[src/rtl/jt51_sh_tap.sv]
// Reader tap on the time-multiplexed slot ring: captures the word of one
// requested slot from the delay-line output and hands it over with req/valid.
// Optional timeout when JT51_SH_TAP_TIMEOUT_EN is defined.
module jt51_sh_tap #(
  parameter int width  = 5,
  parameter int stages = 32,
  localparam int SW    = $clog2(stages)
) (
  input  logic             rst,
  input  logic             clk,
  input  logic             cen,
  input  logic [width-1:0] din,
  input  logic             zero,
  input  logic             rd_req,
  input  logic [SW-1:0]    rd_slot,
  output logic             rd_busy,
  output logic             rd_valid,
  output logic [width-1:0] rd_data,
  output logic             rd_err
);

  typedef enum logic [1:0] {IDLE, WAIT, DONE} state_t;

  localparam logic [SW-1:0] LAST = SW'(stages - 1);

  state_t           r_state, w_nxt;
  logic [SW-1:0]    r_cnt, r_slot_q, w_cur;
  logic             r_busy, r_valid;
  logic [width-1:0] r_data;
  logic             w_accept, w_capture, w_timeout, w_tmo_hit;

  // slot index of the word currently on din; zero forces a resync
  assign w_cur = zero            ? '0 :
                 (r_cnt == LAST) ? '0 : r_cnt + SW'(1);

  always_ff @(posedge clk or posedge rst)
    if (rst)      r_cnt <= LAST;
    else if (cen) r_cnt <= w_cur;

`ifdef JT51_SH_TAP_TIMEOUT_EN
  localparam logic [SW+1:0] TMO_LAST = (SW+2)'(2 * stages - 1);

  logic [SW+1:0] r_tmo;
  logic          r_err;

  assign w_tmo_hit = (r_tmo == TMO_LAST);

  always_ff @(posedge clk or posedge rst)
    if (rst)                          r_tmo <= '0;
    else if (w_accept)                r_tmo <= '0;
    else if (r_state == WAIT && cen)  r_tmo <= r_tmo + (SW+2)'(1);

  always_ff @(posedge clk or posedge rst)
    if (rst) r_err <= 1'b0;
    else     r_err <= w_timeout;

  assign rd_err = r_err;
`else
  assign w_tmo_hit = 1'b0;
  assign rd_err    = 1'b0;
`endif

  always_ff @(posedge clk or posedge rst)
    if (rst) r_state <= IDLE;
    else     r_state <= w_nxt;

  // capture is only evaluated in WAIT, so the accept cycle never matches
  always_comb begin
    w_nxt     = r_state;
    w_accept  = 1'b0;
    w_capture = 1'b0;
    w_timeout = 1'b0;
    case (r_state)
      IDLE: if (rd_req) begin
        w_accept = 1'b1;
        w_nxt    = WAIT;
      end
      WAIT: if (cen) begin
        if (w_cur == r_slot_q) begin
          w_capture = 1'b1;
          w_nxt     = DONE;
        end else if (w_tmo_hit) begin
          w_timeout = 1'b1;
          w_nxt     = IDLE;
        end
      end
      DONE:    w_nxt = IDLE;
      default: w_nxt = IDLE;
    endcase
  end

  always_ff @(posedge clk or posedge rst)
    if (rst) begin
      r_slot_q <= '0;
      r_busy   <= 1'b0;
      r_valid  <= 1'b0;
      r_data   <= '0;
    end else begin
      r_valid <= w_capture;
      if (w_accept) begin
        r_slot_q <= rd_slot;
        r_busy   <= 1'b1;
      end else if (w_capture || w_timeout) begin
        r_busy   <= 1'b0;
      end
      if (w_capture) r_data <= din;
    end

  assign rd_busy  = r_busy;
  assign rd_valid = r_valid;
  assign rd_data  = r_data;

endmodule

[config.mk]
export PLATFORM = sky130hd
export DESIGN_NAME = jt51_sh_tap
export DESIGN_NICKNAME = d
export VERILOG_FILES = /design/src/rtl/jt51_sh_tap.sv
export SDC_FILE = /design/constraint.sdc
export NUM_CORES = 1
export LEC_CHECK = 0
export BUFFER_PORTS_ARGS = -buffer_cell sky130_fd_sc_hd__buf_2
export CORE_ASPECT_RATIO = 1.25
export CORE_UTILIZATION = 50
export CTS_CLUSTER_SIZE = 30
export DETAILED_ROUTE_END_ITERATION = 8
export GPL_TIMING_DRIVEN = 0
export PLACE_DENSITY_LB_ADDON = 0.3
export SLEW_MARGIN = 10
export SYNTH_ARGS = -nofsm -noshare
export SYNTH_HDL_FRONTEND = slang
export SYNTH_SLANG_ARGS = --single-unit
[constraint.sdc]
create_clock -name clk -period 4.15 [get_ports clk]
set_clock_uncertainty 0.2 [all_clocks]
set_input_delay 0 -clock clk [delete_from_list [all_inputs] [get_ports clk]]
set_output_delay 0 -clock clk [all_outputs]
set_load 0.05 [all_outputs]
# Word-level counts from Yosys, hierarchy flattened
# Cells that the tools add are included.
# word_totals
word_cells,29
output_inout_bits,8
inputBits,15
reg_bits,19
# op_classes
n_eq_ne,6
n_reduce_logical,3
add_sub_neg,1
n_mux,13
# ops
operator,count
5-bit 2-to-1 mux,2
1-bit 2-to-1 mux,7
2-bit 2-to-1 mux,3
2-bit != test (second input constant),3
5-bit by 1-bit adder with 5-bit output (second input constant),1
5-bit == test,1
5-bit == test (second input constant),1
2-bit one-hot mux with 2 select lines,1
3-bit AND reduction,1
2-bit by 1-bit == test with 1-bit output (second input constant),1
2-bit zero test,1
2-bit nonzero test,1

# Depth between registers and ports, before layout
# depth
word_depth,9
mapped_depth,8

# Worst setup path before layout
# No wires, ideal clock.
# synth_timing
path_type,flip-flop to flip-flop
startpoint,reg r_cnt[0]
endpoint,"reg r_data[0], in the netlist rd_data[0]"
synth_period_minus_slack_ns,2.679
stages_incl_launch_ff,9
setup_time_ns,0.128
setup_slack_ns,1.471
path_buffers,0
t_arrival_ns,2.352
cell_sequence,dfstp_2 ha_1 and3_2 ha_1 nor4b_1 a22oi_1 a21boi_0 nand4_4 mux2_1
# synth_via
elab_chain_len,7
word_cells_on_any_way,8
cone_classes,add/sub (1); eq/ne (2); mux (5)
# synth_lines
element,line_no,source
"start, declared",27,"logic [SW-1:0] r_cnt, r_slot_q, w_cur;"
"start signal, assigned",38,else if (cen) r_cnt <= w_cur;
5-bit by 1-bit adder with 5-bit output / 5-bit == test (equally long branches),34,(r_cnt == LAST) ? '0 : r_cnt + SW'(1);
5-bit 2-to-1 mux *,34,
5-bit 2-to-1 mux *,33,assign w_cur = zero ? '0 :
5-bit == test *,79,if (w_cur == r_slot_q) begin
1-bit 2-to-1 mux *,79,
1-bit 2-to-1 mux *,78,WAIT: if (cen) begin
1-bit 2-to-1 mux *,73,case (r_state)
"end signal, assigned",106,if (w_capture) r_data <= din;
"end, declared",29,logic [width-1:0] r_data;
# Mark *: on every way between the ends. The rest lies on a longest branch, timed or not.
# A chain may end at the register's enable or synchronous reset.

# Final worst setup path
# Ends and elaborated chain as after synthesis.

==> impl_metrics.tcl <==
set metrics [dict create \
    status "complete, no violations" \
    grt_use_total 0.206 \
    yosys_register_bits 19 \
    antennaDiodeCount 0 \
    p_seq_frac 0.413 \
    setup_tns_ns 0 \
    antenna_found_initial 0 \
    insertion_delay_ns 0.31 \
    async_flop_share 1.00 \
    arrival_ns 2.92 \
    clk_pin_slew_worst_paths_ns 0.11 \
    final_util 0.710 \
    wl_um 1930 \
    power.leakage_nw 0.582 \
    cts_sinks 19 \
    wirelength_met1_um 849 \
    endpoint_kind "register" \
    hp-class "in2reg" \
    swShare 0.410 \
    fill_cells 119 \
    die_area_um2 2160 \
    synth_cell_types 35 \
    drtPass1Iterations 4 \
    gp_congestion 0.705 \
    syn_area_per_cell_um2 11.6 \
    netlist_area_um2 987 \
    via_count 774 \
    synthTopCellsByCount "dfrtp_1 (14), mux2_2 (9), nor2_1 (6), o21ai_0 (6)" \
    syn_to_final_growth_pct 30.0 \
    clkPwrFrac 0.140 \
    die_h_um 51.7 \
    grt_max_degree 20 \
    die_w_um 41.7 \
    synth_area_leaders "dfrtp_1 (35%), dfstp_2 (13%), mux2_2 (10%), o21ai_0 (3.0%), ha_1 (2.5%)" \
    maxCapViolations 0 \
    yosysTopAreaCellShare 0.355 \
    synthFlopType "dfrtp_1" \
    drtIter0Drc 14 \
    cts_tree "yes" \
    row_count 17 \
    grt_pass1_wl_um 3200 \
    ys_warn_count 0 \
    wl_per_cell_um 13.5 \
    coreArea_um2 1810 \
    max_freq_mhz 343 \
    io_pins 23 \
    cts-root-buf "clkbuf_4" \
    hpwl_um 1250 \
    powerDensity_nw_per_um2 543 \
    drv_slew 0 \
    initial_core_util 0.546 \
    required_ns 4.15 \
    comb_power_share 0.447 \
    relSlewSlack 0.328 \
    cts-hold-fix-buffers 14 \
    internal_power_mw 0.411 \
    rsz0062_at_grt "false" \
    port_buffers 21 \
    period_minus_slack_ns 2.91 \
    synth_top_area_cell "dfrtp_1" \
    r2r_setup_slack_ns 1.24 \
    route.detailed.drc 0 \
    first_global_vias 785 \
    synth_edf_count 0 \
    drive_above_1_share 0.387 \
    synth_nets 102 \
    cts_made_buffers 3 \
    wl_met2_um 977 \
    peakVddDrop_v 0.000319 \
    postCtsSetupBuffers 0 \
    p_sw_mw 0.286 \
    synth-seq-area-share 0.488 \
    routed.top_layer "met4" \
    setup_violations 0 \
    report.final.hold_viol_count 0 \
    htreeDepth 1 \
    clockBufferDepth 2 \
    viasPerCell 5.41 \
    syn_inst 85 \
    wl_met3_um 53 \
    worstMarginPinSlew_ns 1.01 \
    criticalPathCategory "reg2reg" \
    grt_overflow 0 \
    synth.most_common_cell "dfrtp_1" \
    path_max_fanout 6 \
    drtAntennaViolNets 0 \
    final_nets 142 \
    critPathLaunchType "register" \
    ctsResizeCount 0 \
    period_share 0.702 \
]
## path summary, 6_finish.rpt
check,start,end,cells after the start
max,r_cnt[0],rd_data[0],8
min,rd_req,r_state[0],3
max reg2reg,r_cnt[0],rd_data[0],8
min reg2reg,r_cnt[4],r_cnt[4],2
max in group asynchronous,rst,r_state[1],3
min in group asynchronous,rst,rd_busy,3
## final cells by class
class | instances | area [um^2] | share of cell area
clock buffers | 3 | 22.5 | 0.0175
multi-input cells | 61 | 483 | 0.376
well taps | 19 | 23.8 | 0.0185
plain buffers | 2 | 11.3 | 0.00877
flip-flops and latches | 19 | 482 | 0.375
clock inverters | 1 | 5.00 | 0.00390
repair buffers | 35 | 245 | 0.191
inverters | 3 | 11.3 | 0.00877
## power groups by stage
stage / clock network [mW] / registers, mW / logic, mW
6_report: 0.0975 / 0.288 / 0.312
5_1_grt: 0.104 / 0.297 / 0.331
4_1_cts: 0.101 / 0.287 / 0.310
3_5_place_dp: 0 / 0.291 / 0.300
3_3_place_gp: 0 / 0.286 / 0.293
2_1_floorplan: 0 / 0.375 / 0.153
## worst max-delay path: stages, from the launching register on
cell and delay, ns:
dfstp_2 0.61, ha_1 0.28, and3_2 0.21, ha_1 0.18, nor4b_1 0.25, a22oi_1 0.15, a21boi_0 0.39, nand4_4 0.20
mux2_1 0.35
## metrics by stage
stage	hold WS [ns]	std cells	setup WS, ns	instance area [um^2]	power (mW)
floorplan	-0.253	85	1.47	987	0.529
global placement	-0.0663	125	1.29	1120	0.579
detailed placement	-0.0478	125	1.26	1120	0.591
CTS	0.0164	143	1.24	1280	0.698
global route	0.0464	143	1.00	1280	0.733
finish	0.0207	143	1.24	1280	0.697
## routing by layer
metal / vias to the layer above / global-route usage
met4: 0 / 0.145
met5: - / 0
met3: 5 / 0.0243
met2: 15 / 0.357
li1: 378 / -
met1: 376 / 0.235
## logic make-up (layout without fill, tap and decap cells)
logic type      Yosys count  in the layout  share of synthesized area
mux                      12             12                      0.134
other cells               1              1                    0.00380
fa+ha+maj                 2              2                     0.0253
simple gates             28             28                      0.176
buf+inv                   5             44                     0.0228
xor+xnor                  4              4                     0.0507
compound gates           14             14                     0.0989
flops                    19             19                      0.488
## cell usage in the layout, fill, tap and decap left out, types with 2 or more instances in the layout
| cell | Yosys | final |
|---|---|---|
| nand3_1 | 3 | 3 |
| ha_1 | 2 | 2 |
| and3_2 | 2 | 2 |
| xnor2_1 | 2 | 2 |
| dfstp_2 | 5 | 5 |
| nor2_1 | 6 | 6 |
| mux2_2 | 9 | 9 |
| buf_2 | 0 | 21 |
| dlygate4sd3_1 | 0 | 14 |
| nor3b_1 | 2 | 2 |
| or2_2 | 2 | 2 |
| dfrtp_1 | 14 | 14 |
| mux2i_1 | 2 | 2 |
| nand2_1 | 5 | 5 |
| o21ai_0 | 6 | 6 |
| clkbuf_4 | 0 | 3 |
| inv_1 | 3 | 3 |
| nand3b_1 | 2 | 2 |
## registers in the layout, summed over array words and instances (netlist names)
name,flops
r_cnt,5
r_slot_q,5
r_state,2
rd_busy,1
rd_data,5
rd_valid,1
Power figures use the tool's default switching activity.
